==> src/rtl/mc_control_unit_if.sv <==
// Memory request/ready handshake shared by instruction and data memory.
// The control unit is the master; the memory system answers with MEM_READY.
interface mc_control_unit_if;
    logic IMEM_REQ;
    logic DMEM_REQ;
    logic DMEM_WE;
    logic MEM_READY;

    modport master (
        output IMEM_REQ,
        output DMEM_REQ,
        output DMEM_WE,
        input  MEM_READY
    );

    modport slave (
        input  IMEM_REQ,
        input  DMEM_REQ,
        input  DMEM_WE,
        output MEM_READY
    );
endinterface

==> src/rtl/mc_control_unit.sv <==
// Multicycle RV64 control FSM: handshaked memory with bounded wait,
// sticky trap on illegal opcode or memory timeout.
module mc_control_unit #(
    parameter int unsigned MEM_TIMEOUT = 16,
    parameter bit          HAS_BNE     = 1'b1
) (
    input  logic              CLK,
    input  logic              RESET,
    mc_control_unit_if.master mem,
    input  logic [6:0]        IR6_0,
    input  logic [2:0]        IR14_12,
    input  logic [6:0]        IR31_25,
    input  logic              ALU_Z,
    output logic              IR_WIRE,
    output logic              LOAD_A,
    output logic              LOAD_B,
    output logic              LOAD_ALU_OUT,
    output logic              LOAD_MDR,
    output logic              PC_WRITE,
    output logic              PC_SRC,
    output logic              ALU_SRCA,
    output logic [1:0]        ALU_SRCB,
    output logic [2:0]        ALU_SELECTOR,
    output logic              BANCO_WIRE,
    output logic [1:0]        MEM_TO_REG,
    output logic              TRAP,
    output logic [1:0]        TRAP_CAUSE
);

    localparam logic [6:0] OP_R   = 7'b0110011;
    localparam logic [6:0] OP_I   = 7'b0010011;
    localparam logic [6:0] OP_LD  = 7'b0000011;
    localparam logic [6:0] OP_SD  = 7'b0100011;
    localparam logic [6:0] OP_BR  = 7'b1100011;
    localparam logic [6:0] OP_LUI = 7'b0110111;

    localparam logic [2:0] ALU_ADD = 3'b001;
    localparam logic [2:0] ALU_SUB = 3'b010;
    localparam logic [2:0] ALU_AND = 3'b011;

    localparam logic [1:0] C_ILL  = 2'b01;
    localparam logic [1:0] C_IMEM = 2'b10;
    localparam logic [1:0] C_DMEM = 2'b11;

    localparam logic [7:0] TMO_LAST = 8'(MEM_TIMEOUT - 1);

    typedef enum logic [3:0] {
        S_FETCH,
        S_DECODE,
        S_EXEC_R,
        S_EXEC_I,
        S_WB_ALU,
        S_WB_LUI,
        S_ADDR,
        S_MEM_RD,
        S_WB_MEM,
        S_MEM_WR,
        S_BRANCH,
        S_PC_INC,
        S_TRAP
    } state_t;

    state_t     r_state;
    state_t     w_next;
    logic [7:0] r_cnt;
    logic       r_trap;
    logic [1:0] r_cause;
    logic [1:0] w_cause;

    logic w_r_add;
    logic w_r_sub;
    logic w_r_and;
    logic w_is_r;
    logic w_is_addi;
    logic w_is_ld;
    logic w_is_sd;
    logic w_is_beq;
    logic w_is_bne;
    logic w_is_lui;
    logic w_legal;
    logic w_taken;
    logic w_wait;
    logic w_tmo;
    logic [2:0] w_rop;

    always_comb begin
        w_r_add   = IR6_0 == OP_R && IR31_25 == 7'b0000000
                    && IR14_12 == 3'b000;
        w_r_sub   = IR6_0 == OP_R && IR31_25 == 7'b0100000
                    && IR14_12 == 3'b000;
        w_r_and   = IR6_0 == OP_R && IR31_25 == 7'b0000000
                    && IR14_12 == 3'b111;
        w_is_r    = w_r_add || w_r_sub || w_r_and;
        w_is_addi = IR6_0 == OP_I && IR14_12 == 3'b000;
        w_is_ld   = IR6_0 == OP_LD && IR14_12 == 3'b011;
        w_is_sd   = IR6_0 == OP_SD && IR14_12 == 3'b111;
        w_is_beq  = IR6_0 == OP_BR && IR14_12 == 3'b000;
        w_is_bne  = IR6_0 == OP_BR && IR14_12 == 3'b001
                    && HAS_BNE;
        w_is_lui  = IR6_0 == OP_LUI;
        w_legal   = w_is_r || w_is_addi || w_is_ld || w_is_sd
                    || w_is_beq || w_is_bne || w_is_lui;
        w_taken   = (w_is_beq && ALU_Z) || (w_is_bne && !ALU_Z);
        w_rop     = w_r_sub ? ALU_SUB : (w_r_and ? ALU_AND : ALU_ADD);
    end

    // Timeout fires on the request cycle whose miss would bring the
    // count to MEM_TIMEOUT; a READY in that same cycle still completes.
    always_comb begin
        w_wait = r_state == S_FETCH || r_state == S_MEM_RD
                 || r_state == S_MEM_WR;
        w_tmo  = w_wait && !mem.MEM_READY && r_cnt == TMO_LAST;
    end

    always_comb begin
        w_next  = r_state;
        w_cause = 2'b00;
        case (r_state)
            S_FETCH: begin
                if (mem.MEM_READY) begin
                    w_next = S_DECODE;
                end else if (w_tmo) begin
                    w_next  = S_TRAP;
                    w_cause = C_IMEM;
                end
            end
            S_DECODE: begin
                if (!w_legal) begin
                    w_next  = S_TRAP;
                    w_cause = C_ILL;
                end else begin
                    unique case (1'b1)
                        w_is_r:               w_next = S_EXEC_R;
                        w_is_addi:            w_next = S_EXEC_I;
                        w_is_ld || w_is_sd:   w_next = S_ADDR;
                        w_is_beq || w_is_bne: w_next = S_BRANCH;
                        w_is_lui:             w_next = S_WB_LUI;
                        default: begin
                            w_next  = S_TRAP;
                            w_cause = C_ILL;
                        end
                    endcase
                end
            end
            S_EXEC_R: w_next = S_WB_ALU;
            S_EXEC_I: w_next = S_WB_ALU;
            S_WB_ALU: w_next = S_PC_INC;
            S_WB_LUI: w_next = S_PC_INC;
            S_WB_MEM: w_next = S_PC_INC;
            S_ADDR:   w_next = w_is_ld ? S_MEM_RD : S_MEM_WR;
            S_MEM_RD: begin
                if (mem.MEM_READY) begin
                    w_next = S_WB_MEM;
                end else if (w_tmo) begin
                    w_next  = S_TRAP;
                    w_cause = C_DMEM;
                end
            end
            S_MEM_WR: begin
                if (mem.MEM_READY) begin
                    w_next = S_PC_INC;
                end else if (w_tmo) begin
                    w_next  = S_TRAP;
                    w_cause = C_DMEM;
                end
            end
            S_BRANCH: w_next = w_taken ? S_FETCH : S_PC_INC;
            S_PC_INC: w_next = S_FETCH;
            S_TRAP:   w_next = S_TRAP;
            default:  w_next = S_FETCH;
        endcase
    end

    // Counter is zero whenever a request state is entered, since every
    // non-waiting cycle and every completed request clears it.
    always_ff @(posedge CLK or negedge RESET) begin
        if (!RESET) begin
            r_state <= S_FETCH;
            r_cnt   <= 8'd0;
            r_trap  <= 1'b0;
            r_cause <= 2'b00;
        end else begin
            r_state <= w_next;
            if (w_wait && !mem.MEM_READY && !w_tmo) begin
                r_cnt <= r_cnt + 8'd1;
            end else begin
                r_cnt <= 8'd0;
            end
            if (w_next == S_TRAP && r_state != S_TRAP) begin
                r_trap  <= 1'b1;
                r_cause <= w_cause;
            end
        end
    end

    always_comb begin
        mem.IMEM_REQ = 1'b0;
        mem.DMEM_REQ = 1'b0;
        mem.DMEM_WE  = 1'b0;
        IR_WIRE      = 1'b0;
        LOAD_A       = 1'b0;
        LOAD_B       = 1'b0;
        LOAD_ALU_OUT = 1'b0;
        LOAD_MDR     = 1'b0;
        PC_WRITE     = 1'b0;
        PC_SRC       = 1'b0;
        ALU_SRCA     = 1'b0;
        ALU_SRCB     = 2'b00;
        ALU_SELECTOR = 3'b000;
        BANCO_WIRE   = 1'b0;
        MEM_TO_REG   = 2'b00;
        case (r_state)
            S_FETCH: begin
                mem.IMEM_REQ = 1'b1;
                IR_WIRE      = mem.MEM_READY;
            end
            S_DECODE: begin
                LOAD_A       = 1'b1;
                LOAD_B       = 1'b1;
                ALU_SRCB     = 2'b10;
                ALU_SELECTOR = ALU_ADD;
                LOAD_ALU_OUT = 1'b1;
            end
            S_EXEC_R: begin
                ALU_SRCA     = 1'b1;
                ALU_SELECTOR = w_rop;
                LOAD_ALU_OUT = 1'b1;
            end
            S_EXEC_I, S_ADDR: begin
                ALU_SRCA     = 1'b1;
                ALU_SRCB     = 2'b10;
                ALU_SELECTOR = ALU_ADD;
                LOAD_ALU_OUT = 1'b1;
            end
            S_WB_ALU: BANCO_WIRE = 1'b1;
            S_WB_LUI: begin
                BANCO_WIRE = 1'b1;
                MEM_TO_REG = 2'b10;
            end
            S_WB_MEM: begin
                BANCO_WIRE = 1'b1;
                MEM_TO_REG = 2'b01;
            end
            S_MEM_RD: begin
                mem.DMEM_REQ = 1'b1;
                LOAD_MDR     = mem.MEM_READY;
            end
            S_MEM_WR: begin
                mem.DMEM_REQ = 1'b1;
                mem.DMEM_WE  = 1'b1;
            end
            S_BRANCH: begin
                ALU_SRCA     = 1'b1;
                ALU_SELECTOR = ALU_SUB;
                PC_WRITE     = w_taken;
                PC_SRC       = w_taken;
            end
            S_PC_INC: begin
                ALU_SRCB     = 2'b01;
                ALU_SELECTOR = ALU_ADD;
                PC_WRITE     = 1'b1;
            end
            default: ;
        endcase
    end

    assign TRAP       = r_trap;
    assign TRAP_CAUSE = r_cause;

endmodule

==> src/flat_wrapper.sv <==
// flat-port wrapper written by rule: the top's interface ports become plain ports
module mc_control_unit_flat 
#(
    parameter int unsigned MEM_TIMEOUT = 16,
    parameter bit          HAS_BNE     = 1'b1
)
  (CLK, RESET, IR6_0, IR14_12, IR31_25, ALU_Z, IR_WIRE, LOAD_A, LOAD_B, LOAD_ALU_OUT, LOAD_MDR, PC_WRITE, PC_SRC, ALU_SRCA, ALU_SRCB, ALU_SELECTOR, BANCO_WIRE, MEM_TO_REG, TRAP, TRAP_CAUSE, mem_IMEM_REQ, mem_DMEM_REQ, mem_DMEM_WE, mem_MEM_READY);
  mc_control_unit_if mem_i ();
  input  logic CLK;
  input  logic RESET;
  input  logic [6:0] IR6_0;
  input  logic [2:0] IR14_12;
  input  logic [6:0] IR31_25;
  input  logic ALU_Z;
  output logic IR_WIRE;
  output logic LOAD_A;
  output logic LOAD_B;
  output logic LOAD_ALU_OUT;
  output logic LOAD_MDR;
  output logic PC_WRITE;
  output logic PC_SRC;
  output logic ALU_SRCA;
  output logic [1:0] ALU_SRCB;
  output logic [2:0] ALU_SELECTOR;
  output logic BANCO_WIRE;
  output logic [1:0] MEM_TO_REG;
  output logic TRAP;
  output logic [1:0] TRAP_CAUSE;
  output wire logic [$bits(mem_i.IMEM_REQ)-1:0] mem_IMEM_REQ;
  output wire logic [$bits(mem_i.DMEM_REQ)-1:0] mem_DMEM_REQ;
  output wire logic [$bits(mem_i.DMEM_WE)-1:0] mem_DMEM_WE;
  input wire logic [$bits(mem_i.MEM_READY)-1:0] mem_MEM_READY;
  assign mem_IMEM_REQ = mem_i.IMEM_REQ;
  assign mem_DMEM_REQ = mem_i.DMEM_REQ;
  assign mem_DMEM_WE = mem_i.DMEM_WE;
  assign mem_i.MEM_READY = mem_MEM_READY;
  mc_control_unit #(.MEM_TIMEOUT(MEM_TIMEOUT), .HAS_BNE(HAS_BNE)) u_core (.CLK(CLK), .RESET(RESET), .mem(mem_i), .IR6_0(IR6_0), .IR14_12(IR14_12), .IR31_25(IR31_25), .ALU_Z(ALU_Z), .IR_WIRE(IR_WIRE), .LOAD_A(LOAD_A), .LOAD_B(LOAD_B), .LOAD_ALU_OUT(LOAD_ALU_OUT), .LOAD_MDR(LOAD_MDR), .PC_WRITE(PC_WRITE), .PC_SRC(PC_SRC), .ALU_SRCA(ALU_SRCA), .ALU_SRCB(ALU_SRCB), .ALU_SELECTOR(ALU_SELECTOR), .BANCO_WIRE(BANCO_WIRE), .MEM_TO_REG(MEM_TO_REG), .TRAP(TRAP), .TRAP_CAUSE(TRAP_CAUSE));
endmodule
==> config.mk <==
export PLATFORM = sky130hd
export DESIGN_NAME = mc_control_unit_flat
export DESIGN_NICKNAME = d
export VERILOG_FILES = /design/src/rtl/mc_control_unit_if.sv /design/src/rtl/mc_control_unit.sv /design/src/flat_wrapper.sv
export SDC_FILE = /design/constraint.sdc
export NUM_CORES = 1
export LEC_CHECK = 0
export ABC_CLOCK_PERIOD_IN_PS = 2200
export CAP_MARGIN = 10
export CORE_ASPECT_RATIO = 1.1
export CORE_MARGIN = 1.5
export CORE_UTILIZATION = 37
export CTS_CLUSTER_SIZE = 10
export DETAILED_ROUTE_END_ITERATION = 10
export PLACE_DENSITY = 0.7
export SKIP_CTS_REPAIR_TIMING = 1
export SLEW_MARGIN = 10
export SYNTH_ARGS = -nofsm -noshare
export SYNTH_HDL_FRONTEND = slang
export SYNTH_SLANG_ARGS = --single-unit
==> constraint.sdc <==
create_clock -name CLK -period 2.2 [get_ports CLK]
set_clock_uncertainty 0.1 [all_clocks]
set_input_delay 0.66 -clock CLK [delete_from_list [all_inputs] [get_ports CLK]]
set_output_delay 0.66 -clock CLK [all_outputs]
set_load 0.01 [all_outputs]
Word level (Yosys, flattened, before mapping) --
Index checks and enable logic that the tools add are counted.
Word-level totals: bits in registers 15, input port bits 21, logic and storage cells 106
Cells by class: reduce and logical (&&, ||, !) cells 43, muxes and demuxes 33, add/subtract/negate cells 1, equal/unequal tests 25
Operators with widths (number):
- one-hot mux 4 bit (9 select lines) | 1
- equality test 7 x 6 -> 1 bit (second input constant) | 4
- two-way mux 4 bit | 7
- equality test 4 bit (second input constant) | 6
- one-hot mux 4 bit (5 select lines) | 1
- equality test 4 x 3 -> 1 bit (second input constant) | 4
- logical AND 1 bit | 16
- logical OR 1 bit | 13
- two-way mux 2 bit | 6
- OR reduction 4 bit | 3
- two-way mux 1 bit | 11
- one-hot mux 3 bit (3 select lines) | 1
- adder 8 x 1 -> 8 bit (second input constant) | 1
- equality test 4 x 2 -> 1 bit (second input constant) | 2
- equality test 8 x 4 -> 1 bit (second input constant) | 1
- two-way mux 8 bit | 1
- one-hot mux 2 bit (2 select lines) | 2
- equality test 7 x 2 -> 1 bit (second input constant) | 1
- equality test 7 x 5 -> 1 bit (second input constant) | 1
- equality test 7 bit (second input constant) | 1
- logical NOT 7 bit | 1
- one-hot mux 2 bit (3 select lines) | 1
- OR reduction 3 bit | 2
- OR reduction 5 bit | 1
- other kinds (11) | 14

Depth between registers and ports, before layout --
word-level depth 15, depth in mapped cells 8, depth with buffers taken out 7

Worst setup path before layout --
OpenSTA, ideal clock, no wires.
path kind input to output, start input IR6_0[5], end output PC_WRITE, buffers on the path 1, arrival time 1.721 ns, stages 5, slack -0.281 ns, path through clkbuf_1 and3b_1 and3_1 and3_1 or2_2
Between the ends: cells in the longest elaborated chain, start to end 5
RTL lines:
- start, declared | RTL line flat_wrapper.sv:11 | input logic [6:0] IR6_0;
- equality test 7 bit * | RTL line mc_control_unit.sv:97, mc_control_unit.sv:98
- logical AND 1 bit, on equally long branches | RTL line mc_control_unit.sv:97, mc_control_unit.sv:98
- logical AND 1 bit | RTL line mc_control_unit.sv:103 | w_taken = (w_is_beq && ALU_Z) || (w_is_bne && !ALU_Z);
- logical OR 1 bit * | RTL line mc_control_unit.sv:103
- one-hot mux 1 bit (2 select lines) * | RTL line mc_control_unit.sv:212 | case (r_state)
- end, declared | RTL line flat_wrapper.sv:20 | output logic PC_WRITE;
Every way passes the cells marked *; elsewhere a longest branch is shown, timed or not.

Final worst setup path --
start input IR6_0[3], end output ALU_SELECTOR[0]
Between the ends: cells in the longest elaborated chain, start to end 5
RTL lines:
- equality test 7 x 6 -> 1 bit | RTL line mc_control_unit.sv:89 | w_r_sub = IR6_0 == OP_R && IR31_25 == 7'b0100000
- logical AND 1 bit | RTL line mc_control_unit.sv:89
- logical AND 1 bit | RTL line mc_control_unit.sv:90 | && IR14_12 == 3'b000;
- two-way mux 3 bit | RTL line mc_control_unit.sv:104 | w_rop = w_r_sub ? ALU_SUB : (w_r_and ? ALU_AND : ALU_ADD);
- one-hot mux 3 bit (3 select lines) | RTL line mc_control_unit.sv:212
- end, declared | RTL line flat_wrapper.sv:24 | output logic [2:0] ALU_SELECTOR;
No other way between the ends.

==> summary.txt <==
Setup path
  – Delay-heaviest family, CP: simple AND/OR/NAND/NOR gates
  – CP arrival: 1.87 ns
  – Crit path from: IR6_0[3]
  – CP bufs+invs: 4
  – R2r setup slk: -0.06 ns
  – CP endpoint kind: output pin
  – Peak fanout along the critical path: 2
  – Reg-to-Reg Start: u_core.r_state[1]$_DFF_PN0_
  – Slowest stage cell, crit path: and4bb_2
  – RR Endpoint: u_core.TRAP$_DFFE_PN0P_
  – Data required, critical path: 1.44 ns
  – Worst reg-to-reg path cell count: 7
  – Critical Path Source Type: input pin
  – Ordered list of cells on the worst path: clkbuf_2, and4bb_2, buf_6, nand4_1, buf_4, nor3_4, o32ai_2, buf_2
  – Crit Path Class: in2out
  – Slowest stage delay, CP: 0.32 ns

Timing
  – Final setup fails: 14
  – Minimum clock period: 2.63 ns
  – Worst Tran Pin Value: 0.653 ns
  – Final period util: 1.20
  – Fmax: 0.380 GHz
  – Worst hold slack: 0.361 ns
  – Post-route setup slack: -0.431 ns
  – RSZ-0062 raised after global routing: yes
  – Slew headroom: 0.563
  – Fin. Hold Viols: 0
  – Final Max Slew Viols: 0

GRT
  – First-pass GRT wire length: 6150 um
  – Pin count of the biggest net entering global routing: 16
  – Tot GR Track Use: 0.206
  – Initial antenna violation count: 0
  – Vias in the first global route: 1432
  – GRT overflow: 0

Floorplan
  – Die ar.: 0.00373 mm^2
  – Die X: 58.4 um
  – FP Rows: 21
  – Chip Height: 63.9 um
  – Core area: 0.00313 mm^2
  – Top Ports: 43
  – Initial Util: 0.399

Yosys
  – Prevailing post-synth register cell: dfrtp_1
  – Syn nets: 182
  – Seq/Total Area, Yosys: 0.301
  – Unique cell type count in the Yosys netlist: 44
  – Syn Std Cell Area: 0.00125 mm^2
  – Post-synth top area share: 0.301
  – Post-Syn Instances: 160
  – Mean Syn Cell Area: 7.80 um^2
  – Largest cells by area after synthesis: dfrtp_1 30%, nor2_1 8.1%, nand2b_1 4.5%
  – EDFF count, synth: 0
  – Synth async-reset ratio: 1.00
  – Yosys reg bits: 15
  – Area leader, netlist: dfrtp_1
  – Synth Warn #: 0

Min path
  – Hold-critical path depth: 1
  – Hold Crit Class: reg2reg
  – Min-delay src: u_core.r_cnt[0]$_DFF_PN0_
  – Worst Hold Path EP: u_core.r_cnt[0]$_DFF_PN0_

Cells and area
  – Design area: 0.00234 mm^2
  – # diodes: 0
  – Area Growth Syn to Fin: 87.5%
  – Share of cells above drive strength 1: 0.481
  – Nets: 281

Routing
  – Routed length per instance: 16.5 um
  – First-iteration detailed-routing DRC count: 62
  – Pre-Repair DR Iteration Count: 4
  – Final ANT Viol Nets: 0
  – Vias per cell: 5.55
  – Post-route DRC: 0
  – Final WL: 4810 um
  – Via Count: 1621

Placed design
  – Dpl cell area: 0.00204 mm^2
  – IO buf count: 41
  – DP Wirelength: 3070 um
  – GP Congestion: 0.848

Clock tree
  – Total CTS buffers: 3
  – Root Buffer: clkbuf_4
  – Clock buffer depth: 2
  – Clock sink count: 15
  – CTS tree: built
  – Reg clk slew, reported paths: 0.08 ns
  – Clock latency on the worst-skew pair: 0.28 ns
  – CTS H-Tree Depth: 1

Run status
  – Failing checks: negative setup slack
  – Status: finished, violations left

Power
  – VDD IR-drop max: 0.000544 V
  – PD cells: 992 mW/mm^2
  – LEAKAGE: 1.26 nW
  – PnR Total Power: 0.00232 W

Job
  – Max-cap violations: 0
## flip-flops by register name, indices dropped and copies added, names as in the netlist
register           count
u_core.r_cnt           8
u_core.r_state         4
u_core.TRAP_CAUSE      2
u_core.TRAP            1
## worst max path at each step
stage / end / slack [ns] / depth (start not counted)
after floorplan: PC_WRITE / -0.13 / 5
after global placement: PC_WRITE / -0.99 / 6
after detailed placement: PC_WRITE / -1.06 / 6
after CTS: PC_WRITE / -1.06 / 6
after global routing: ALU_SELECTOR[0] / -0.47 / 8
final: ALU_SELECTOR[0] / -0.43 / 8
## routing by layer
layer  vias to the layer above  share of wire  global-route usage
met5                         -              0                   0
li1                        755              -                   -
met2                        57           0.55               0.378
met3                        17          0.044              0.0101
met1                       792           0.37               0.248
met4                         0          0.036              0.0756
## metrics by stage
step                utilization  setup WS (ns)  setup TNS, ns  instances
floorplan                     -         -0.130         -0.186        160
global placement          0.653         -0.995          -9.56        275
detailed placement        0.653          -1.06         -10.13        275
CTS                       0.662          -1.06         -11.37        279
global route              0.749         -0.474          -2.48        292
finish                    0.749         -0.431          -1.53        292
## cell usage after synthesis, types with 3 or more instances
library cell	instances
a21oi_1	7
and3_1	4
clkbuf_1	5
dfrtp_1	15
inv_1	8
nand2_1	12
nand2b_1	9
nand3_1	6
nand4_1	3
nor2_1	27
nor3_1	10
o211ai_1	3
or3_1	3
xnor2_1	5
xor2_1	5
## cell type report
cell class | instances | area, um^2
fillers | 210 | 786
inverters | 8 | 35.0
multi-input cells | 128 | 955
repair buffers | 103 | 902
flip-flops and latches | 15 | 380
clock buffers | 4 | 26.3
well taps | 34 | 42.5
## logic make-up (layout without fill, tap and decap cells)
kind of cell               count (synthesis)  after routing  share of synthesized area
adders and majority gates                  1              1                     0.0100
other                                      1              1                    0.00300
AOI/OAI and AO/OA                         24             24                      0.143
buffers and inverters                     17            115                     0.0691
muxes                                      3              3                     0.0261
xor gates and xnor gates                  10             10                     0.0701
and+or+nand+nor                           89             89                      0.378
DFF                                       15             15                      0.301
## where the power goes
part	switching [W]	internal [W]	leakage, nW
combinational	0.000813	0.000942	1.06
sequential	0.0000836	0.000333	0.187
clock	0.0000799	0.0000705	0.0150
total	0.000977	0.00135	1.26
## cells in the final DEF (no fill, tap or decap), drive strengths merged, types with 4 or more instances in the layout
cell type | netlist | final
xnor2 | 5 | 5
nor3 | 10 | 10
inv | 8 | 8
dlymetal6s2s | 0 | 21
xor2 | 5 | 5
clkbuf | 5 | 10
dfrtp | 15 | 15
a21oi | 7 | 7
and3 | 4 | 4
nand2b | 9 | 9
buf | 4 | 72
nand3 | 7 | 7
nand2 | 12 | 12
clkdlybuf4s50 | 0 | 4
nor2 | 27 | 27
Power figures use the tool's default switching activity.
